$ cat config.mk
export PLATFORM = sky130hd
export DESIGN_NAME = pipe_hazard_ctrl_flat
export DESIGN_NICKNAME = d
export VERILOG_FILES = /design/src/rtl/pipe_hazard_if.sv /design/src/rtl/pipe_hazard_ctrl.sv /design/src/flat_wrapper.sv
export SDC_FILE = /design/constraint.sdc
export NUM_CORES = 1
export LEC_CHECK = 0
export CORE_MARGIN = 5
export CORE_UTILIZATION = 50
export DETAILED_ROUTE_END_ITERATION = 16
export GPL_TIMING_DRIVEN = 0
export PLACE_DENSITY = 0.81
export SYNTH_ARGS = -nofsm -noshare
export SYNTH_HDL_FRONTEND = slang
export SYNTH_SLANG_ARGS = --single-unit
export TNS_END_PERCENT = 50
$ cat constraint.sdc
create_clock -name clk -period 4.9 [get_ports clk]
set_input_delay 0.735 -clock clk [delete_from_list [all_inputs] [get_ports clk]]
set_output_delay 0.735 -clock clk [all_outputs]
set_load 0.05 [all_outputs]
$ cat src/rtl/pipe_hazard_if.sv
// Hazard-control bundle between the pipeline datapath and the stall/flush sequencer.
// The datapath (master) reports hazard sources. The sequencer (slave) returns the stall/flush controls and the perf counters.
interface pipe_hazard_if #(
  parameter int CNT_W = 32
);
  logic             global_en;
  logic [4:0]       id_rf_ra0;
  logic [4:0]       id_rf_ra1;
  logic             id_re0;
  logic             id_re1;
  logic             ex_is_load;
  logic [4:0]       ex_rf_wa;
  logic             ex_br_taken;
  logic             mem_req;
  logic             mem_ready;
  logic             pipe_en;
  logic             pc_stall;
  logic             if_id_stall;
  logic             if_id_flush;
  logic             id_ex_stall;
  logic             id_ex_flush;
  logic             ex_mem_stall;
  logic             mem_wb_flush;
  logic             mem_err;
  logic [CNT_W-1:0] stall_cnt;
  logic [CNT_W-1:0] flush_cnt;

  modport master (
    output global_en, id_rf_ra0, id_rf_ra1, id_re0, id_re1, ex_is_load, ex_rf_wa,
           ex_br_taken, mem_req, mem_ready,
    input  pipe_en, pc_stall, if_id_stall, if_id_flush, id_ex_stall, id_ex_flush,
           ex_mem_stall, mem_wb_flush, mem_err, stall_cnt, flush_cnt
  );

  modport slave (
    input  global_en, id_rf_ra0, id_rf_ra1, id_re0, id_re1, ex_is_load, ex_rf_wa,
           ex_br_taken, mem_req, mem_ready,
    output pipe_en, pc_stall, if_id_stall, if_id_flush, id_ex_stall, id_ex_flush,
           ex_mem_stall, mem_wb_flush, mem_err, stall_cnt, flush_cnt
  );
endinterface

$ cat src/rtl/pipe_hazard_ctrl.sv
// Stall/flush sequencer for the 5-stage pipeline. It handles memory waits first, then taken branches, then load-use bubbles.
// A watchdog on the data-memory wait makes mem_err sticky. Saturating counters track stall cycles and branch flushes.
module pipe_hazard_ctrl #(
  parameter int CNT_W       = 32,
  parameter int MEM_TIMEOUT = 255,
  parameter int TO_W        = 8
) (
  input  logic          clk,
  input  logic          rst,
  pipe_hazard_if.slave  hz
);

  typedef enum logic [1:0] {
    IDLE = 2'd0,
    WAIT = 2'd1,
    ERR  = 2'd2
  } state_t;

  localparam logic [TO_W-1:0]  TIMEOUT_C = TO_W'(MEM_TIMEOUT);
  localparam logic [CNT_W-1:0] CNT_MAX_C = {CNT_W{1'b1}};

  state_t           state_r;
  logic [TO_W-1:0]  wait_cnt_r;
  logic             mem_err_r;
  logic [CNT_W-1:0] stall_cnt_r;
  logic [CNT_W-1:0] flush_cnt_r;

  logic pipe_en_s;
  logic raw_hit_s;
  logic mem_wait_s;
  logic br_s;
  logic load_use_s;

  // Hazard detection and priority resolution; everything is gated off while the pipe is disabled
  always_comb begin
    pipe_en_s  = hz.global_en & ~mem_err_r & ~rst;
    raw_hit_s  = hz.ex_is_load & (hz.ex_rf_wa != 5'd0) &
                 ((hz.id_re0 & (hz.id_rf_ra0 == hz.ex_rf_wa)) |
                  (hz.id_re1 & (hz.id_rf_ra1 == hz.ex_rf_wa)));
    mem_wait_s = 1'b0;
    br_s       = 1'b0;
    load_use_s = 1'b0;
    if (pipe_en_s) begin
      case (state_r)
        IDLE:    mem_wait_s = hz.mem_req & ~hz.mem_ready;
        WAIT:    mem_wait_s = ~hz.mem_ready;
        default: mem_wait_s = 1'b0;
      endcase
      // A branch held behind a memory wait fires in the release cycle
      br_s       = hz.ex_br_taken & ~mem_wait_s;
      load_use_s = raw_hit_s & ~mem_wait_s & ~hz.ex_br_taken;
    end else begin
      mem_wait_s = 1'b0;
      br_s       = 1'b0;
      load_use_s = 1'b0;
    end
  end

  assign hz.pipe_en      = pipe_en_s;
  assign hz.pc_stall     = mem_wait_s | load_use_s;
  assign hz.if_id_stall  = mem_wait_s | load_use_s;
  assign hz.if_id_flush  = br_s;
  assign hz.id_ex_stall  = mem_wait_s;
  assign hz.id_ex_flush  = br_s | load_use_s;
  assign hz.ex_mem_stall = mem_wait_s;
  assign hz.mem_wb_flush = mem_wait_s;
  assign hz.mem_err      = mem_err_r;
  assign hz.stall_cnt    = stall_cnt_r;
  assign hz.flush_cnt    = flush_cnt_r;

  // Watchdog FSM and saturating perf counters; all of them freeze while the pipe is disabled
  always_ff @(posedge clk) begin
    if (rst) begin
      state_r     <= IDLE;
      wait_cnt_r  <= {TO_W{1'b0}};
      mem_err_r   <= 1'b0;
      stall_cnt_r <= {CNT_W{1'b0}};
      flush_cnt_r <= {CNT_W{1'b0}};
    end else if (pipe_en_s) begin
      if ((mem_wait_s | load_use_s) && (stall_cnt_r != CNT_MAX_C)) begin
        stall_cnt_r <= stall_cnt_r + CNT_W'(1);
      end
      if (br_s && (flush_cnt_r != CNT_MAX_C)) begin
        flush_cnt_r <= flush_cnt_r + CNT_W'(1);
      end
      case (state_r)
        IDLE: begin
          if (mem_wait_s) begin
            state_r    <= WAIT;
            wait_cnt_r <= TO_W'(1);
          end
        end
        WAIT: begin
          if (hz.mem_ready) begin
            state_r <= IDLE;
          end else if (wait_cnt_r < TIMEOUT_C) begin
            wait_cnt_r <= wait_cnt_r + TO_W'(1);
          end else begin
            state_r   <= ERR;
            mem_err_r <= 1'b1;
          end
        end
        ERR:     state_r <= ERR;
        default: state_r <= IDLE;
      endcase
    end
  end

endmodule

$ cat src/flat_wrapper.sv
// flat-port wrapper written by rule: the top's interface ports become plain ports
module pipe_hazard_ctrl_flat 
#(
  parameter int CNT_W       = 32,
  parameter int MEM_TIMEOUT = 255,
  parameter int TO_W        = 8
)
  (clk, rst, hz_global_en, hz_id_rf_ra0, hz_id_rf_ra1, hz_id_re0, hz_id_re1, hz_ex_is_load, hz_ex_rf_wa, hz_ex_br_taken, hz_mem_req, hz_mem_ready, hz_pipe_en, hz_pc_stall, hz_if_id_stall, hz_if_id_flush, hz_id_ex_stall, hz_id_ex_flush, hz_ex_mem_stall, hz_mem_wb_flush, hz_mem_err, hz_stall_cnt, hz_flush_cnt);
  pipe_hazard_if #(.CNT_W(CNT_W)) hz_i ();
  input  logic clk;
  input  logic rst;
  input wire logic [$bits(hz_i.global_en)-1:0] hz_global_en;
  input wire logic [$bits(hz_i.id_rf_ra0)-1:0] hz_id_rf_ra0;
  input wire logic [$bits(hz_i.id_rf_ra1)-1:0] hz_id_rf_ra1;
  input wire logic [$bits(hz_i.id_re0)-1:0] hz_id_re0;
  input wire logic [$bits(hz_i.id_re1)-1:0] hz_id_re1;
  input wire logic [$bits(hz_i.ex_is_load)-1:0] hz_ex_is_load;
  input wire logic [$bits(hz_i.ex_rf_wa)-1:0] hz_ex_rf_wa;
  input wire logic [$bits(hz_i.ex_br_taken)-1:0] hz_ex_br_taken;
  input wire logic [$bits(hz_i.mem_req)-1:0] hz_mem_req;
  input wire logic [$bits(hz_i.mem_ready)-1:0] hz_mem_ready;
  output wire logic [$bits(hz_i.pipe_en)-1:0] hz_pipe_en;
  output wire logic [$bits(hz_i.pc_stall)-1:0] hz_pc_stall;
  output wire logic [$bits(hz_i.if_id_stall)-1:0] hz_if_id_stall;
  output wire logic [$bits(hz_i.if_id_flush)-1:0] hz_if_id_flush;
  output wire logic [$bits(hz_i.id_ex_stall)-1:0] hz_id_ex_stall;
  output wire logic [$bits(hz_i.id_ex_flush)-1:0] hz_id_ex_flush;
  output wire logic [$bits(hz_i.ex_mem_stall)-1:0] hz_ex_mem_stall;
  output wire logic [$bits(hz_i.mem_wb_flush)-1:0] hz_mem_wb_flush;
  output wire logic [$bits(hz_i.mem_err)-1:0] hz_mem_err;
  output wire logic [$bits(hz_i.stall_cnt)-1:0] hz_stall_cnt;
  output wire logic [$bits(hz_i.flush_cnt)-1:0] hz_flush_cnt;
  assign hz_i.global_en = hz_global_en;
  assign hz_i.id_rf_ra0 = hz_id_rf_ra0;
  assign hz_i.id_rf_ra1 = hz_id_rf_ra1;
  assign hz_i.id_re0 = hz_id_re0;
  assign hz_i.id_re1 = hz_id_re1;
  assign hz_i.ex_is_load = hz_ex_is_load;
  assign hz_i.ex_rf_wa = hz_ex_rf_wa;
  assign hz_i.ex_br_taken = hz_ex_br_taken;
  assign hz_i.mem_req = hz_mem_req;
  assign hz_i.mem_ready = hz_mem_ready;
  assign hz_pipe_en = hz_i.pipe_en;
  assign hz_pc_stall = hz_i.pc_stall;
  assign hz_if_id_stall = hz_i.if_id_stall;
  assign hz_if_id_flush = hz_i.if_id_flush;
  assign hz_id_ex_stall = hz_i.id_ex_stall;
  assign hz_id_ex_flush = hz_i.id_ex_flush;
  assign hz_ex_mem_stall = hz_i.ex_mem_stall;
  assign hz_mem_wb_flush = hz_i.mem_wb_flush;
  assign hz_mem_err = hz_i.mem_err;
  assign hz_stall_cnt = hz_i.stall_cnt;
  assign hz_flush_cnt = hz_i.flush_cnt;
  pipe_hazard_ctrl #(.CNT_W(CNT_W), .MEM_TIMEOUT(MEM_TIMEOUT), .TO_W(TO_W)) u_core (.clk(clk), .rst(rst), .hz(hz_i));
endmodule
Word-level counts from Yosys, hierarchy flattened. Index checks and enable logic that the tools add are counted.

Order comparisons: 1. Reductions and logical operators: 10. Add/sub/neg operators: 3. Equal/unequal tests: 10. Bitwise gates (word level): 19. Multiplexer cells: 13.

Operators by type and width (number): $add 32x1->32 const B (2); $ne 32x32->1 const B (2); $mux 8 (3); $pmux 8 s2 (1); $and 1x1->1 (10); $eq 5x5->1 (2); $add 8x1->8 const B (1); $lt 8x8->1 const B (1); $mux 2 (3); $not 1->1 (6); $pmux 2 s3 (1); $reduce_and 5->1 (1); $reduce_bool 5->1 (1); $mux 1 (4); $ne 2x1->1 const B (2); $reduce_and 2->1 (2); $reduce_and 4->1 (1); $ne 3x3->1 const B (1); $or 1x1->1 (3); $reduce_and 3->1 (1); $eq 2x1->1 const B (1); $eq 2x2->1 const B (1); $logic_and 1x1->1 (2); $logic_not 2->1 (1); 3 further kinds (3).

Output and inout bits: 73. Flip-flop bits (word level): 75. Logic and storage cells: 61. Bits of input ports: 24.

Logic depth before layout (Yosys ltp).
Depth after elaboration: 11. Mapped depth: 10. Mapped depth without buffers: 8.

Least setup slack after synthesis. Ideal clock, no wire load.

Path kind: input to output. Start: input port rst. End: output port hz_pc_stall. Slack: 1.892 ns. Required time: 4.165 ns. Stages on the path: 9. Buffers on the path: 3. Arrival: 2.273 ns. Cell sequence: or3b_4 > clkinv_4 > nand3_4 > clkinv_2 > a21oi_2 > buf_6 > buf_6 > inv_2 > buf_4.

Word-level cells in the longest chain between the ends: 4. Elaborated cells on any way between the ends: 5. Classes of those cells: 2 x mux; 3 x bitwise.

RTL lines: from (decl) (line flat_wrapper.sv:11) `input logic rst;`; $not 1->1 (line pipe_hazard_ctrl.sv:36) `pipe_en_s = hz.global_en & ~mem_err_r & ~rst;`; $and 1x1->1 (line pipe_hazard_ctrl.sv:36); $mux 1 (line pipe_hazard_ctrl.sv:43) `if (pipe_en_s) begin`; named net hz_ex_mem_stall (line flat_wrapper.sv:28) `output wire logic [$bits(hz_i.ex_mem_stall)-1:0] hz_ex_mem_stall;`; $or 1x1->1; to (decl) (line flat_wrapper.sv:23) `output wire logic [$bits(hz_i.pc_stall)-1:0] hz_pc_stall;`.

The timed path passes the listed nets, and every way through them passes these cells.

Worst setup path in the final report.
Start: input port hz_ex_rf_wa[0]. End: output port hz_pc_stall.

Word-level cells in the longest chain between the ends: 8. Elaborated cells on any way between the ends: 12. Classes of those cells: 2 x eq/ne; 1 x mux; 8 x bitwise; 1 x reduce/logical.

RTL lines: from (decl) (line flat_wrapper.sv:18) `input wire logic [$bits(hz_i.ex_rf_wa)-1:0] hz_ex_rf_wa;`; $eq 5x5->1 (on tied branches) (line pipe_hazard_ctrl.sv:38, pipe_hazard_ctrl.sv:39); $and 1x1->1 (on tied branches) (line pipe_hazard_ctrl.sv:38, pipe_hazard_ctrl.sv:39); $or 1x1->1 (line pipe_hazard_ctrl.sv:38) `((hz.id_re0 & (hz.id_rf_ra0 == hz.ex_rf_wa)) |`; $and 1x1->1 * (line pipe_hazard_ctrl.sv:37) `raw_hit_s = hz.ex_is_load & (hz.ex_rf_wa != 5'd0) &`; $and 1x1->1 * (2 in series) (line pipe_hazard_ctrl.sv:51) `load_use_s = raw_hit_s & ~mem_wait_s & ~hz.ex_br_taken;`; $mux 1 * (line pipe_hazard_ctrl.sv:43); $or 1x1->1 * (line pipe_hazard_ctrl.sv:60) `assign hz.pc_stall = mem_wait_s | load_use_s;`.

Every way passes the cells marked *; elsewhere a longest branch is shown, timed or not.

==> flow_metrics.tcl <==
set metrics [dict create \
    status "complete, no violations" \
    fin_crit_ns 4.21 \
    wl_per_cell_um 15.8 \
    rsz0062_at_grt "false" \
    grt-ovfl-total 0 \
    hold_path.class "reg2reg" \
    drc 0 \
    dpl.hpwl_mm 8.27 \
    insertion_delay_ns 0.36 \
    syn_area_mm2 0.00414 \
    yosys_register_bits 75 \
    crit_type "in2out" \
    num_vias 4116 \
    start_kind "input port" \
    diodes 0 \
    layout-drive-gt1-share_pct 9.67 \
    p_leak_nw 1.80 \
    synth_flop_cell "dfxtp_1" \
    place_ws_ns 0.675 \
    clk_pin_slew_ns 0.08 \
    finalMaxSlewViolations 0 \
    synth.area.top_cells "dfxtp_1 36%, xnor2_1 5.7%, nor2_1 5.2%" \
    holdBufCountCts 0 \
    drt_iter0_drc 208 \
    totalWireLength_mm 11.2 \
    final-setup-viol-count 0 \
    pin_count 97 \
    power.density_mw_per_mm2 227 \
    relSlewSlack_pct 57.0 \
    cts_setup_buffers 0 \
    cp_max_fo 10 \
    viasPerCell 5.84 \
    mostFrequentLayoutCells "96 x clkdlybuf4s50_1, 75 x dfxtp_1, 57 x nor2_1" \
    cts.sinks 75 \
    grt_use_total_pct 22.3 \
    ant_nets 0 \
    fin_ws_ns 0.688 \
    chipWidth_um 101 \
    yosysTopAreaCell "dfxtp_1" \
    syn_inst 488 \
    die_area_mm2 0.0102 \
    grt_max_degree 14 \
    syn_area_per_cell_um2 8.48 \
    fin_crit_sh_pct 86.0 \
    finalNetCount 622 \
    fin_area_mm2 0.00545 \
    start_util_pct 50.9 \
    grt_pass1_vias 4010 \
    die_h_um 101 \
    clock_skew_ns 0.00513 \
    worstMarginPinSlew_ns 0.643 \
    cts_tree "built" \
    synth_top_cell_area_share_pct 36.3 \
    worst_ep_arrival_time_ns 3.48 \
    numCtsBuffers 9 \
    ir_drop_v 0.000163 \
    grt_antenna_before_repair 0 \
    cts-root-buf "clkbuf_8" \
    rows 33 \
    synth_edf_count 0 \
    clockBufferDepth 2 \
    cp-end-kind "output pin" \
    synth-seq-area-share_pct 36.3 \
    finalHoldViolCount 0 \
    grt_pass1_wl_mm 18.5 \
    dr.pass1.iters 6 \
    ctsResizeCount 0 \
    tns_ns 0 \
    syn_nets 515 \
    core_area_mm2 0.00813 \
    synth_cell_types 57 \
    async_flop_share_pct 0 \
    port_buffers 96 \
    htree_levels 3 \
    dpl_cell_area_mm2 0.00523 \
    syn2layout_area_growth_pct 31.6 \
    max_cap_violations 0 \
    yosys_warnings 0 \
    crit_required_ns 4.16 \
    gp_congestion 0.879 \
    final_common_cell "clkdlybuf4s50_1" \
    fmax_mhz 237 \
]
[cell usage after synthesis, types with 2 or more instances]
library cell   n
xnor2_1       27
nor2_1        57
buf_2          7
nor4_1         8
and3_1         6
nor2b_1       16
o31ai_1       13
nand4_1       19
inv_1         10
o211ai_1       2
dfxtp_1       75
o21ai_0       15
or2_2          2
and2_1         4
nand2b_1       2
clkbuf_1      10
buf_1          2
and4_1        13
buf_6          5
ha_1           3
mux2_2         3
mux2_1        11
nand2_1       30
nand4_2        2
nand3_2        3
or3_1         13
nor3_1        13
nor4_4         2
or4_1         16
a21oi_1       32
nand3_1       28
xor2_1        12
buf_4          3
[worst paths after layout]
kind | start | to | slack (ns) | depth (start not counted)
setup / recovery | hz_ex_rf_wa[0] | hz_pc_stall | 0.69 | 10
setup reg to reg | u_core.hz.flush_cnt[4] | u_core.hz.flush_cnt[31] | 2.59 | 6
hold reg to reg | u_core.state_r[1] | u_core.state_r[1] | 0.51 | 2
hold / removal | u_core.state_r[1] | u_core.state_r[1] | 0.51 | 2
[metal layers]
layer | share of wire [%] | wire length (µm) | up-vias | track usage (%)
met1 | 41 | 4560 | 1933 | 26.6
met3 | 8.0 | 892 | 34 | 6.57
met4 | 2.5 | 282 | 0 | 9.82
met2 | 49 | 5430 | 166 | 37.1
met5 | 0 | 0 | - | 0
li1 | - | - | 1983 | -
[cell families (layout without fill, tap and decap cells)]
logic type	Yosys count	after routing	share of synthesized area, %
adders and majority gates	3	3	0.907
buffers and inverters	40	152	5.17
xor gates and xnor gates	39	39	8.25
and+or+nand+nor	243	243	34.1
DFF	75	75	36.3
muxes	15	15	4.05
AOI/OAI and AO/OA	73	73	11.3
[final cells by class]
type                       instances  area, µm²
fill                             696       2690
multi-input combinational        373       2420
sequential                        75       1500
timing repair buffer              96        961
buffer                            27        159
tap                              105        131
clock buffer                       9        124
clock inverter                     7       92.6
inverter                          13       55.1
[worst max-delay path: stages]
cell,delay (ns)
clkdlybuf4s50_1,0.48
or4_1,0.56
o21ai_1,0.25
nor3_2,0.07
a21oi_2,0.18
buf_6,0.16
buf_6,0.15
inv_2,0.07
buf_4,0.13
clkdlybuf4s50_1,0.69
[sequential cells by signal (all words and copies together) (netlist names)]
| signal | count |
|---|---|
| u_core.state_r | 2 |
| u_core.hz.mem_err | 1 |
| u_core.hz.stall_cnt | 32 |
| u_core.wait_cnt_r | 8 |
| u_core.hz.flush_cnt | 32 |
[per-stage QoR]
step | cells | total power, W | utilization (%) | hold WS [ns]
3_3_place_gp | 689 | 0.000720 | 64.3 | 0.477
2_1_floorplan | 488 | 0.000680 | - | 0.463
5_1_grt | 705 | 0.00128 | 67.0 | 0.533
3_5_place_dp | 689 | 0.000722 | 64.3 | 0.488
6_report | 705 | 0.00124 | 67.0 | 0.505
4_1_cts | 705 | 0.00124 | 67.0 | 0.504
[where the power goes]
part	leakage, nW	switching [W]	internal [W]
Clock	0.101	0.000244	0.000284
Sequential	0.604	0.00000164	0.000610
Combinational	1.10	0.0000559	0.0000403
No activity file was read; power rests on OpenSTA's default activity.
